==> src/rtl/rpc_io_dir_ctrl.sv <==
// RPC DRAM pad direction sequencer: drives DQS/DB output, input and
// pull-down enables around write bursts and read windows.
module rpc_io_dir_ctrl #(
    parameter int unsigned TURN_CYC = 2,
    parameter int unsigned PRE_CYC  = 1,
    parameter int unsigned POST_CYC = 1,
    parameter int unsigned RD_TO    = 64,
    parameter int unsigned CNT_W    = 8
) (
    input  logic             clk_i,
    input  logic             rst_ni,
    input  logic             req_valid_i,
    output logic             req_ready_o,
    input  logic             req_write_i,
    input  logic [CNT_W-1:0] req_len_i,
    input  logic             rd_last_i,
    output logic             oe_dqs_o,
    output logic             oe_db_o,
    output logic             ie_dqs_o,
    output logic             ie_db_o,
    output logic             pd_en_dqs_o,
    output logic             pd_en_db_o,
    output logic             dqs_en_o,
    output logic             beat_o,
    output logic             done_o,
    output logic             timeout_o,
    output logic             busy_o
);

    localparam int unsigned TO_W = $clog2(RD_TO + 1);
    localparam int unsigned TU_W = $clog2(TURN_CYC + 1);
    localparam int unsigned PR_W = $clog2(PRE_CYC + 1);
    localparam int unsigned PO_W = $clog2(POST_CYC + 1);
    localparam int unsigned W1   = (CNT_W > TO_W) ? CNT_W : TO_W;
    localparam int unsigned W2   = (W1 > TU_W) ? W1 : TU_W;
    localparam int unsigned W3   = (W2 > PR_W) ? W2 : PR_W;
    localparam int unsigned CW   = (W3 > PO_W) ? W3 : PO_W;

    typedef enum logic [2:0] {
        S_IDLE,
        S_TURN,
        S_W_PRE,
        S_W_DATA,
        S_W_POST,
        S_R_WIN
    } state_e;

    state_e           state_q, state_d;
    logic [CW-1:0]    cnt_q, cnt_d;
    logic             op_wr_q, op_wr_d;
    logic [CNT_W-1:0] len_q, len_d;
    logic             ld_vld_q, ld_vld_d;
    logic             ld_wr_q, ld_wr_d;

    logic             cnt_zero;
    logic             accept;
    logic             first_wr;
    logic [CNT_W-1:0] first_len;
    state_e           first_st;
    logic [CW-1:0]    first_cnt;

    assign cnt_zero = (cnt_q == '0);
    assign accept   = req_valid_i && (state_q == S_IDLE);

    // Entry point of the op body, from IDLE directly or after TURN
    always_comb begin
        first_wr  = (state_q == S_IDLE) ? req_write_i : op_wr_q;
        first_len = (state_q == S_IDLE) ? req_len_i : len_q;
        first_st  = S_R_WIN;
        first_cnt = CW'(RD_TO - 1);
        if (first_wr) begin
            if (PRE_CYC != 0) begin
                first_st  = S_W_PRE;
                first_cnt = CW'(PRE_CYC - 1);
            end else begin
                first_st  = S_W_DATA;
                first_cnt = CW'(first_len);
            end
        end
    end

    always_comb begin
        state_d  = state_q;
        cnt_d    = cnt_q;
        op_wr_d  = op_wr_q;
        len_d    = len_q;
        ld_vld_d = ld_vld_q;
        ld_wr_d  = ld_wr_q;
        unique case (state_q)
            S_IDLE: begin
                if (accept) begin
                    op_wr_d  = req_write_i;
                    len_d    = req_len_i;
                    ld_vld_d = 1'b1;
                    ld_wr_d  = req_write_i;
                    if (ld_vld_q && (ld_wr_q != req_write_i)
                        && (TURN_CYC != 0)) begin
                        state_d = S_TURN;
                        cnt_d   = CW'(TURN_CYC - 1);
                    end else begin
                        state_d = first_st;
                        cnt_d   = first_cnt;
                    end
                end
            end
            S_TURN: begin
                if (cnt_zero) begin
                    state_d = first_st;
                    cnt_d   = first_cnt;
                end else begin
                    cnt_d = cnt_q - CW'(1);
                end
            end
            S_W_PRE: begin
                if (cnt_zero) begin
                    state_d = S_W_DATA;
                    cnt_d   = CW'(len_q);
                end else begin
                    cnt_d = cnt_q - CW'(1);
                end
            end
            S_W_DATA: begin
                if (cnt_zero) begin
                    if (POST_CYC != 0) begin
                        state_d = S_W_POST;
                        cnt_d   = CW'(POST_CYC - 1);
                    end else begin
                        state_d = S_IDLE;
                        cnt_d   = '0;
                    end
                end else begin
                    cnt_d = cnt_q - CW'(1);
                end
            end
            S_W_POST: begin
                if (cnt_zero) begin
                    state_d = S_IDLE;
                end else begin
                    cnt_d = cnt_q - CW'(1);
                end
            end
            S_R_WIN: begin
                if (rd_last_i || cnt_zero) begin
                    state_d = S_IDLE;
                    cnt_d   = '0;
                end else begin
                    cnt_d = cnt_q - CW'(1);
                end
            end
            default: begin
                state_d = S_IDLE;
                cnt_d   = '0;
            end
        endcase
    end

    always_ff @(posedge clk_i or negedge rst_ni) begin
        if (!rst_ni) begin
            state_q  <= S_IDLE;
            cnt_q    <= '0;
            op_wr_q  <= 1'b0;
            len_q    <= '0;
            ld_vld_q <= 1'b0;
            ld_wr_q  <= 1'b0;
        end else begin
            state_q  <= state_d;
            cnt_q    <= cnt_d;
            op_wr_q  <= op_wr_d;
            len_q    <= len_d;
            ld_vld_q <= ld_vld_d;
            ld_wr_q  <= ld_wr_d;
        end
    end

    // rd_last_i only reaches done/timeout while the read window is open
    always_comb begin
        oe_dqs_o    = 1'b0;
        oe_db_o     = 1'b0;
        ie_dqs_o    = 1'b0;
        ie_db_o     = 1'b0;
        pd_en_dqs_o = 1'b1;
        pd_en_db_o  = 1'b1;
        dqs_en_o    = 1'b0;
        beat_o      = 1'b0;
        done_o      = 1'b0;
        timeout_o   = 1'b0;
        unique case (state_q)
            S_W_PRE: begin
                oe_dqs_o    = 1'b1;
                oe_db_o     = 1'b1;
                pd_en_dqs_o = 1'b0;
                pd_en_db_o  = 1'b0;
            end
            S_W_DATA: begin
                oe_dqs_o    = 1'b1;
                oe_db_o     = 1'b1;
                pd_en_dqs_o = 1'b0;
                pd_en_db_o  = 1'b0;
                dqs_en_o    = 1'b1;
                beat_o      = 1'b1;
                done_o      = cnt_zero && (POST_CYC == 0);
            end
            S_W_POST: begin
                oe_dqs_o    = 1'b1;
                pd_en_dqs_o = 1'b0;
                done_o      = cnt_zero;
            end
            S_R_WIN: begin
                ie_dqs_o    = 1'b1;
                ie_db_o     = 1'b1;
                pd_en_dqs_o = 1'b0;
                pd_en_db_o  = 1'b0;
                done_o      = rd_last_i || cnt_zero;
                timeout_o   = cnt_zero && !rd_last_i;
            end
            default: begin
            end
        endcase
    end

    assign req_ready_o = (state_q == S_IDLE);
    assign busy_o      = (state_q != S_IDLE);

endmodule

==> config.mk <==
export PLATFORM = sky130hd
export DESIGN_NAME = rpc_io_dir_ctrl
export DESIGN_NICKNAME = d
export VERILOG_FILES = /design/src/rtl/rpc_io_dir_ctrl.sv
export SDC_FILE = /design/constraint.sdc
export NUM_CORES = 1
export LEC_CHECK = 0
export ABC_AREA = 0
export BUFFER_PORTS_ARGS = -buffer_cell sky130_fd_sc_hd__buf_4
export CAP_MARGIN = 10
export CORE_MARGIN = 2
export CORE_UTILIZATION = 46
export CTS_CLUSTER_DIAMETER = 200
export CTS_CLUSTER_SIZE = 28
export DETAILED_ROUTE_END_ITERATION = 10
export GPL_ROUTABILITY_DRIVEN = 0
export PLACE_DENSITY = 0.67
export SYNTH_ARGS = -nofsm -noshare
export SYNTH_HDL_FRONTEND = slang
export SYNTH_SLANG_ARGS = --single-unit
==> constraint.sdc <==
create_clock -name clk_i -period 3.75 [get_ports clk_i]
set_input_delay 0.5625 -clock clk_i [delete_from_list [all_inputs] [get_ports clk_i]]
set_output_delay 0.5625 -clock clk_i [all_outputs]
set_load 0.02 [all_outputs]
; ---- After elaboration in Yosys (flattened, before gate mapping)
; Cells that the tools add are included.
[totals]
out_inout_bits = 12
wordCells = 61
inputBits = 13
ff_bits = 21
[classes]
eq_ne = 13
reduce_logical = 15
n_addsub = 1
n_mux = 27
[ops]
columns = operator, n
row1 = $mux 8, 6
row2 = $pmux 8 s6, 1
row3 = $mux 3, 8
row4 = $pmux 3 s6, 1
row5 = $mux 6, 2
row6 = $ne 2x2->1 const B, 6
row7 = $logic_not 8->1, 1
row8 = $mux 1, 8
row9 = $sub 8x1->8 const B, 1
row10 = $eq 3x2->1 const B, 2
row11 = $eq 3x3->1 const B, 2
row12 = $reduce_and 6->1, 1
row13 = $reduce_or 3->1, 2
row14 = $reduce_and 2->1, 2
row15 = $reduce_or 4->1, 1
row16 = $eq 3x1->1 const B, 1
row17 = $logic_and 1x1->1, 3
row18 = $logic_not 3->1, 1
row19 = $reduce_bool 3->1, 1
row20 = $ne 2x1->1 const B, 1
row21 = $pmux 1 s2, 1
row22 = $reduce_or 2->1, 1
row23 = $logic_not 1->1, 1
row24 = $logic_or 1x1->1, 1
row25 = $ne 1x1->1, 1

; ---- Logic depth before layout (Yosys ltp)
; Gate-level depths: netlist (run 1).
[depth]
ltp_word = 6
ltp_mapped = 8
ltp_nobuf = 7

; ---- Worst setup path after synthesis (run 1)
; No wires, ideal clock.
[synth_path]
kind = flip-flop to output port
from = reg cnt_q[2]
to = out timeout_o
setup_slack_ns = 1.196
required_ns = 3.188
path_buffers = 1
t_arrival_ns = 1.991
path_stages_with_launch = 5
cell_sequence = dfrtp_1 or4_4 or3_1 buf_2 nor3b_1
[synth_between]
elab_chain_len = 3
[synth_lines]
columns = item, line
row1 = from (decl), 49  ; logic [CW-1:0] cnt_q, cnt_d;
row2 = from (signal assigned), 167  ; cnt_q <= cnt_d;
row3 = $logic_not 8->1, 62  ; assign cnt_zero = (cnt_q == '0);
row4 = $logic_and 1x1->1, 214  ; timeout_o = cnt_zero && !rd_last_i;
row5 = $mux 1, 187  ; unique case (state_q)
row6 = to (decl), 26  ; output logic timeout_o,
; Every way passes these cells.

; ---- Final worst setup path (run 1)
; Ends and elaborated chain as after synthesis.

==> impl_metrics.py, run 1 <==
metrics = {
    "critical_path": {
        "cp.arrival_ns": 2.21,
        "worstReg2RegEnd": "cnt_q[2]",
        "slowest_delay_ns": 0.57,
        "cpLargestDelayFamily": "simple AND/OR/NAND/NOR gates",
        "critPathLaunch": "cnt_q[2]",
        "r2r_slack_ns": 1.30,
        "crit_required_ns": 3.19,
        "path_buf_inv": 1,
        "crit_slowest_cell": "or4_4",
        "crit_chain": "or4_4 -> or3_1 -> nor3b_1 -> buf_4",
        "r2r-start": "cnt_q[2]",
        "path_max_fanout": 6,
        "cp-start-kind": "flop",
        "critPathCapture": "timeout_o",
        "endpoint_kind": "output port",
        "cp.depth": 4,
        "critical_path_class": "flop to output port",
        "reg2reg_depth": 5,
    },
    "detailed_routing": {
        "drc": 0,
        "wl_per_cell_um": 15.1,
        "first_iter_violations": 53,
        "via_per_inst": 5.89,
        "wl_um": 3490,
        "drtAntennaViolNets": 0,
        "dr_total_vias": 1360,
        "drtPass1Iterations": 4,
    },
    "synth": {
        "syn_area_um2": 1440,
        "yosysUniqueCellTypes": 44,
        "syn_area_per_cell_um2": 8.49,
        "synth_top_area_share_pct": 36.4,
        "syn-instance-count": 170,
        "yosysTopAreaCell": "dfrtp_1",
        "ys_seq_elements": 21,
        "ys_seq_area_share_pct": 36.4,
        "synth_edf_count": 0,
        "syn_nets": 185,
        "synth_flop_cell": "dfrtp_1",
        "synthTopCellsByArea": "dfrtp_1 36%, mux2_1 7.0%, a21oi_1 5.2%, o21ai_1 5.2%, nand2_1 4.2%",
        "async_flop_share_pct": 100,
        "yosysWarningCount": 0,
    },
    "sta": {
        "relSlewSlack_pct": 47.9,
        "finalSetupTns_ns": 0,
        "tightest_slew_ns": 0.777,
        "fin_crit_sh_pct": 73.8,
        "finalSetupViolations": 0,
        "setup_ws_ns": 0.981,
        "skew_ns": 0.00719,
        "fin_crit_ns": 2.77,
        "hold_violations": 0,
        "rsz0062_at_grt": "no",
        "fmax_ghz": 0.361,
        "maxSlewViolCount": 0,
    },
    "clock_network": {
        "cts_setup_buffers": 0,
        "cts_resized": 0,
        "cts.sinks": 21,
        "cts_tree": "yes",
        "htree_levels": 1,
        "path_clk_slew_ns": 0.11,
        "cts_buffers": 3,
        "clockRootBuffer": "clkbuf_4",
        "cts_buffer_depth": 2,
        "cts_hold_buf": 0,
        "clk_latency_ns": 0.30,
    },
    "final_layout": {
        "design_area_um2": 1650,
        "finalNetCount": 203,
        "drive_gt1_share_pct": 19.8,
        "antenna_cells": 0,
        "areaGrowthSynthToFinish_pct": 14.6,
    },
    "floorplanning": {
        "die_x_um": 60.0,
        "start_util_pct": 47.7,
        "ios": 25,
        "die_h_um": 60.0,
        "core-area_um2": 3030,
        "rows": 20,
        "die_area_um2": 3600,
    },
    "pwr": {
        "irDropWorstVdd_uv": 333,
        "p_leak_nw": 0.686,
        "power_density_nw_per_um2": 911,
        "total_power_mw": 1.51,
    },
    "placement": {
        "io_buffer_count": 24,
        "post_dp_cell_area_um2": 1630,
        "detailed_place_hpwl_um": 2670,
        "pre_cts_ws_ns": 1.33,
    },
    "global_routing": {
        "grt_pass1_vias": 1213,
        "grt_pass1_wl_um": 5730,
        "antenna_found_initial": 0,
        "grt_max_degree": 22,
        "grt_usage_pct": 21.4,
        "grt-ovfl-total": 0,
    },
    "min_path": {
        "hold_class": "input port to async pin",
    },
    "run": {
        "drv_cap": 0,
    },
    "run_status": {
        "status": "finished clean",
    },
}
layout by cell type, fill, tap and decap left out, drive strengths merged, types with 2 or more instances in the layout:
| cell | n |
|---|---|
| a31oi | 2 |
| nor3b | 4 |
| o32ai | 2 |
| or4 | 4 |
| a22oi | 4 |
| inv | 5 |
| xnor2 | 3 |
| ha | 2 |
| and2 | 3 |
| nand3 | 3 |
| mux2 | 9 |
| nor3 | 9 |
| o21ai | 20 |
| clkbuf | 3 |
| o22ai | 5 |
| a21oi | 15 |
| dfrtp | 21 |
| nand2 | 16 |
| nor2b | 4 |
| nor2 | 11 |
| or3 | 2 |
| buf | 24 |
| nand2b | 2 |
power breakdown:
group / switching [mW] / internal [mW] / total, mW
Clock: 0.0662 / 0.0398 / 0.106
Sequential: 0.151 / 0.326 / 0.478
Combinational: 0.528 / 0.397 / 0.924
Total: 0.745 / 0.763 / 1.51
cell usage after synthesis (all sizes together) (5+ instances only):
cell / count
nor2: 11
mux2: 9
o22ai: 5
buf: 6
dfrtp: 21
nand2: 16
nor3: 9
inv: 5
clkbuf: 5
a21oi: 15
o21ai: 20
per-stage QoR:
step	cells	hold slack [ns]	utilization, %
final	231	0.120	54.6
after global routing	231	0.105	54.6
after CTS	231	0.129	54.6
after detailed placement	227	0.468	53.7
after global placement	227	0.461	53.7
after floorplan	170	0.267	-
cell families (layout without fill, tap and decap cells):
group | after synthesis | in the layout | share of synthesized area, %
muxes | 9 | 9 | 7.02
AOI/OAI and AO/OA | 55 | 55 | 23.3
DFF | 21 | 21 | 36.4
xor gates and xnor gates | 3 | 3 | 1.82
and+or+nand+nor | 64 | 64 | 24.8
adders and majority gates | 2 | 2 | 1.73
buffers and inverters | 16 | 33 | 4.94
metal layers:
layer / vias up / share of wire (%) / GRT usage (%)
li1: 654 / - / -
met1: 633 / 44 / 28.9
met2: 62 / 48 / 35.7
met3: 11 / 5.9 / 2.60
met4: 0 / 2.0 / 6.67
met5: - / 0 / 0
sequential cells by signal (all words and copies together) (netlist names):
name and flops:
state_q 3, ld_vld_q 1, cnt_q 8, ld_wr_q 1, len_q 8
final cells by class:
cell class,count,area (um2)
fill,307,1370
multi-input combinational,133,847
sequential,21,526
timing repair buffer,24,180
tap,44,55.1
clock buffer,3,22.5
inverter,5,18.8
clock inverter,1,5.00
worst min path at each step:
stage                     startpoint    endpoint  depth (start not counted)
after floorplan               rst_ni    cnt_q[0]                          0
after global placement        rst_ni  state_q[2]                          1
after detailed placement      rst_ni    cnt_q[6]                          1
after CTS                     rst_ni    cnt_q[6]                          1
after global routing          rst_ni  state_q[2]                          1
final                         rst_ni  state_q[2]                          1
No activity file was read; power rests on OpenSTA's default activity.
==> inputs of run 2 (changes only) <==
Settings changed: ABC_AREA 0 to 1, PLACE_DENSITY 0.67 to 0.69.
Clock period 3.75 ns to 2.4 ns, I/O delays scaled along.
==> impl_metrics.py, run 2 <==
metrics = {
    "pwr": {
        "power_density_nw_per_um2": 1340,
        "internal-power_mw": 1.10,
        "p_clk_share_pct": 8.1,
        "p_seq_share_pct": 28.1,
        "switching_share_pct": 51.2,
        "total_power_mw": 2.26,
        "comb_power_share_pct": 63.8,
        "p_switching_mw": 1.16,
        "irDropWorstVdd_uv": 551,
        "p_leak_nw": 0.924,
    },
    "floorplanning": {
        "start_util_pct": 47.7,
        "die_h_um": 60.1,
        "core-area_um2": 3030,
        "die_area_um2": 3610,
        "rows": 20,
        "ios": 25,
        "die_x_um": 60.1,
    },
    "global_routing": {
        "grt_max_degree": 22,
        "grt-busiest-layer": "met2",
        "grt_pass1_vias": 1231,
        "grt_usage_pct": 19.1,
        "antenna_found_initial": 0,
        "grt_util_met3_pct": 2.38,
        "grt-ovfl-total": 0,
        "grt.met1_usage_pct": 25.8,
        "use_met2_pct": 31.1,
        "grt_pass1_wl_um": 5220,
    },
    "min_path": {
        "min_path_cells": 2,
        "min_delay_worst_endpoint": "len_q[7]",
        "hold_class": "input port to flop",
        "hp-start": "req_len_i[7]",
    },
    "synth": {
        "yosysUniqueCellTypes": 25,
        "async_flop_share_pct": 100,
        "syn_nets": 227,
        "synth_top_area_share_pct": 36.4,
        "synth_most_common_cell": "nand2_1",
        "syn_area_per_cell_um2": 6.82,
        "synth_edf_count": 0,
        "synth_top_family_by_area": "simple AND/OR/NAND/NOR gates",
        "synthTopCellsByArea": "dfrtp_1 36%, nand2_1 21%, inv_1 5.5%, nand3_1 4.5%, nor2_1 4.2%",
        "syn_area_um2": 1450,
        "synth_common_cells": "79 x nand2_1, 21 x dfrtp_1, 21 x inv_1",
        "synth_fa_ha_area_share_pct": 1.73,
        "synthMuxAreaShare_pct": 1.56,
        "syn-instance-count": 212,
        "ys_seq_area_share_pct": 36.4,
        "ys_seq_elements": 21,
        "yosys.area_share.xor_xnor_pct": 2.42,
        "synth_compound_area_share_pct": 8.57,
        "yosysWarningCount": 0,
        "yosysTopAreaCell": "dfrtp_1",
        "synth_flop_cell": "dfrtp_1",
        "synthSimpleGateAreaFrac_pct": 39.7,
    },
    "critical_path": {
        "cp-start-kind": "flop",
        "crit_chain": "inv_1 -> ha_1 -> nand2_1 -> nor2_1 -> nand2_1 -> o21ai_0 -> buf_4",
        "path_max_fanout": 12,
        "cpLargestDelayFamily": "flip-flops",
        "worstReg2RegEnd": "cnt_q[1]",
        "r2r_slack_ns": 0.56,
        "path_buf_inv": 2,
        "r2r-start": "cnt_q[0]",
        "reg2reg_depth": 11,
        "critical_path_class": "flop to output port",
        "crit_required_ns": 2.04,
        "crit_slowest_cell": "dfrtp_1",
        "cp_common_cell": "nand2_1",
        "slowest_delay_ns": 0.42,
        "cp.arrival_ns": 1.80,
        "endpoint_kind": "output port",
    },
    "sta": {
        "hold_violations": 0,
        "maxSlewViolCount": 0,
        "finalSetupTns_ns": 0,
        "rsz0062_at_grt": "no",
        "skew_ns": 0.0159,
        "fin_crit_ns": 2.16,
        "tightest_slew_ns": 0.395,
        "fmax_ghz": 0.464,
        "relSlewSlack_pct": 73.6,
        "fin_crit_sh_pct": 89.8,
        "finalSetupViolations": 0,
    },
    "clock_network": {
        "cts_buffer_depth": 2,
        "path_clk_slew_ns": 0.14,
        "cts_tree": "yes",
        "cts_buffers": 3,
        "cts_resized": 0,
        "clk_latency_ns": 0.32,
        "clockRootBuffer": "clkbuf_4",
        "cts_hold_buf": 1,
        "cts_setup_buffers": 0,
        "cts.sinks": 21,
        "htree_levels": 1,
    },
    "detailed_routing": {
        "via_per_inst": 4.82,
        "drtPass1Iterations": 4,
        "wl_um": 3030,
        "wl_per_cell_um": 10.8,
        "drtAntennaViolNets": 0,
        "drc": 0,
        "dr_total_vias": 1355,
        "first_iter_violations": 43,
    },
    "final_layout": {
        "reg_top3": "cnt_q: 8 flops, len_q: 8 flops, state_q: 3 flops",
        "final_core_util_pct": 55.9,
        "drive_gt1_share_pct": 22.8,
        "final_cell_mix": "79 x nand2_1, 25 x buf_4, 21 x inv_1, 21 x dfrtp_1, 16 x nor2_1",
        "layout_commonest_cell": "nand2_1",
        "areaGrowthSynthToFinish_pct": 17.1,
        "finalNetCount": 253,
        "antenna_cells": 0,
    },
    "run_status": {
        "status": "finished clean",
    },
    "run": {
        "drv_cap": 0,
    },
    "placement": {
        "detailed_place_hpwl_um": 2350,
        "io_buffer_count": 24,
    },
}
## run 2: cell count changes after synthesis, moves of 4 or more
cell      delta
nand3_1     +10
nor2b_1      -4
a22oi_1      -4
a21oi_1      -8
mux2_1       -7
nor2_1       +6
inv_1       +17
nor3_1       -4
o21ai_1     -10
inv_2        +6
nand2_2      +6
nand2_1     +63
clkbuf_1     -5
## run 2: cells by family after synthesis
group           count (synthesis)
xor+xnor                        4
compound gates                 21
mux                             2
buf+inv                        33
simple gates                  129
flops                          21
fa+ha+maj                       2
## run 2: how the worst max path moves through the flow
stage	to	slack, ns	cells past startpoint	from
6_report	done_o	0.24	7	cnt_q[0]
5_1_grt	done_o	0.10	7	cnt_q[0]
3_3_place_gp	done_o	0.62	7	cnt_q[0]
4_1_cts	done_o	0.25	7	cnt_q[0]
3_5_place_dp	cnt_q[1]	0.59	11	cnt_q[0]
2_1_floorplan	done_o	0.55	7	cnt_q[0]
## run 2: final cells by class
cell class	instances	area, um2
inverters	28	105
flip-flops and latches	21	526
well taps	44	55.1
clock inverters	1	7.51
repair buffers	26	198
fillers	319	1340
multi-input cells	158	779
clock buffers	3	22.5
## run 2: layer usage
metal  vias to the layer above  part of all wire [%]
met5                         -                     0
met4                         0                   1.5
met3                         4                   3.0
met2                        23                    47
met1                       619                    48
li1                        709                     -
## run 2: stage by stage
stage | hold slack, ns | instances | area (um2) | setup WS (ns)
after floorplan | 0.0644 | 212 | 1450 | 0.548
after global placement | 0.261 | 276 | 1650 | 0.618
after detailed placement | 0.261 | 276 | 1650 | 0.587
after CTS | 0.233 | 281 | 1690 | 0.250
after global routing | 0.226 | 281 | 1690 | 0.101
final | 0.236 | 281 | 1690 | 0.244
## run 2: power by group through the flow
stage	combinational (mW)	clock (mW)	sequential, mW
floorplan	1.13	0	0.616
global placement	1.44	0	0.640
detailed placement	1.45	0	0.643
CTS	1.46	0.191	0.635
global route	1.65	0.201	0.656
finish	1.44	0.184	0.636
==> inputs of run 3 (changes only) <==
Settings changed: CELL_PAD_IN_SITES_DETAIL_PLACEMENT set to 0, CELL_PAD_IN_SITES_GLOBAL_PLACEMENT set to 1, CORE_UTILIZATION 46 to 42, PLACE_DENSITY 0.69 to 0.83.
Clock period 2.4 ns to 2.6 ns, I/O delays scaled along.
==> impl_metrics.py, run 3 (synthesized netlist as in run 2, its figures left out) <==
metrics = {
    "run_status": {
        "status": "finished clean",
    },
    "clock_network": {
        "cts_tree": "yes",
        "clockRootBuffer": "clkbuf_4",
        "cts_buffers": 3,
        "cts_resized": 0,
        "cts_hold_buf": 1,
        "cts_buffer_depth": 2,
        "htree_levels": 1,
        "path_clk_slew_ns": 0.12,
        "clk_latency_ns": 0.30,
        "cts_setup_buffers": 0,
        "cts.sinks": 21,
    },
    "floorplanning": {
        "ios": 25,
        "die_area_um2": 3930,
        "die_x_um": 62.7,
        "start_util_pct": 43.7,
        "die_h_um": 62.7,
        "rows": 21,
        "core-area_um2": 3310,
    },
    "global_routing": {
        "grt_pass1_wl_um": 6030,
        "grt_usage_pct": 19.3,
        "grt_pass1_vias": 1390,
        "grt_max_degree": 22,
        "grt-ovfl-total": 0,
        "antenna_found_initial": 0,
    },
    "sta": {
        "rsz0062_at_grt": "no",
        "fin_crit_ns": 2.19,
        "timing.hold.ws_ns": 0.290,
        "finalSetupViolations": 0,
        "maxSlewViolCount": 0,
        "fmax_ghz": 0.456,
        "finalSetupTns_ns": 0,
        "skew_ns": 0.00809,
        "setup_ws_ns": 0.407,
        "relSlewSlack_pct": 71.6,
        "hold_violations": 0,
        "tightest_slew_ns": 0.425,
        "fin_crit_sh_pct": 84.3,
    },
    "placement": {
        "io_buffer_count": 24,
        "pre_cts_ws_ns": 0.769,
        "detailed_place_hpwl_um": 2580,
        "dp_cells": 278,
        "post_dp_cell_area_um2": 1660,
    },
    "detailed_routing": {
        "wl_per_cell_um": 12.1,
        "drtAntennaViolNets": 0,
        "wl_um": 3430,
        "dr_total_vias": 1356,
        "drc": 0,
        "drtPass1Iterations": 4,
        "first_iter_violations": 61,
        "via_per_inst": 4.79,
    },
    "pwr": {
        "switching_share_pct": 51.5,
        "p_leak_nw": 0.926,
        "comb_power_share_pct": 64.3,
        "p_switching_mw": 1.08,
        "p_clk_share_pct": 7.6,
        "power_density_nw_per_um2": 1240,
        "internal-power_mw": 1.02,
        "p_seq_share_pct": 28.1,
        "irDropWorstVdd_uv": 448,
    },
    "min_path": {
        "hold_class": "input port to flop",
        "hp-start": "req_len_i[7]",
        "min_path_cells": 2,
        "min_delay_worst_endpoint": "len_q[7]",
    },
    "critical_path": {
        "slowest_delay_ns": 0.43,
        "path_buf_inv": 2,
        "cpLargestDelayFamily": "flip-flops",
        "r2r-start": "cnt_q[0]",
        "r2r_slack_ns": 0.74,
        "endpoint_kind": "output port",
        "reg2reg_depth": 10,
        "crit_required_ns": 2.21,
        "path_max_fanout": 12,
        "cp.arrival_ns": 1.80,
        "worstReg2RegEnd": "cnt_q[1]",
        "cp_common_cell": "nand2_1",
        "crit_chain": "inv_1 -> ha_1 -> nand2_1 -> nor2_1 -> nand2_1 -> o21ai_0 -> buf_4",
        "critical_path_class": "flop to output port",
        "crit_slowest_cell": "dfrtp_1",
        "cp-start-kind": "flop",
    },
    "final_layout": {
        "reg_top3": "cnt_q: 8 flops, len_q: 8 flops, state_q: 3 flops",
        "areaGrowthSynthToFinish_pct": 17.1,
        "finalNetCount": 253,
        "drive_gt1_share_pct": 22.4,
        "fin_cells": 283,
        "antenna_cells": 0,
        "fillCellCount": 358,
        "final_cell_mix": "79 x nand2_1, 25 x buf_4, 21 x inv_1, 21 x dfrtp_1, 16 x nor2_1",
        "design_area_um2": 1690,
        "layout_commonest_cell": "nand2_1",
    },
    "run": {
        "drv_cap": 0,
    },
}
run 3: cell types whose count changed in the layout (fill, tap and decap cells not counted):
cell / change
clkbuf_1: +1
clkinvlp_4: -1
run 3: power groups by stage:
stage                     clock, mW  combinational [mW]  sequential, mW
after global routing          0.189                1.55           0.609
after global placement            0                1.34           0.590
after CTS                     0.166                1.36           0.588
after floorplan                   0                1.04           0.569
final                         0.161                1.35           0.591
after detailed placement          0                1.35           0.594
run 3: worst reg2reg max path, stage by stage (launching register included):
cell     delay [ns]
dfrtp_1        0.41
inv_1          0.09
ha_1           0.21
nand2_1        0.07
nor2_1         0.04
nand2_1        0.29
nor2_1         0.12
nor2_4         0.25
inv_2          0.13
nand2_1        0.08
nand2_1        0.06
run 3: metrics by stage:
step           power, mW  utilization, %
2_1_floorplan       1.61               -
5_1_grt             2.34            51.1
4_1_cts             2.12            51.1
6_report            2.11            51.1
3_5_place_dp        1.95            50.0
3_3_place_gp        1.93            50.0
run 3: layout make-up:
class	instances	area (um2)	area share (%)
Multi-Input combinational cell	158	779	46.1
Sequential cell	21	526	31.1
Timing Repair Buffer	26	198	11.7
Inverter	28	105	6.21
Tap cell	46	57.6	3.40
Clock buffer	4	26.3	1.55
run 3: per-layer routing:
metal | global-route usage, % | vias up | wire length [um]
met1 | 22.3 | 603 | 1580
li1 | - | 715 | -
met3 | 4.32 | 8 | 159
met4 | 7.78 | 0 | 60
met2 | 34.5 | 30 | 1630
met5 | 0 | - | 0
run 3: worst max path at each step:
stage                         from  endpoint  slack (ns)  cells past startpoint
after floorplan           cnt_q[0]    done_o        0.72                      7
after global placement    cnt_q[0]    done_o        0.82                      7
after detailed placement  cnt_q[0]    done_o        0.77                      7
after CTS                 cnt_q[0]    done_o        0.40                      7
after global routing      cnt_q[0]    done_o        0.26                      7
final                     cnt_q[0]    done_o        0.41                      7
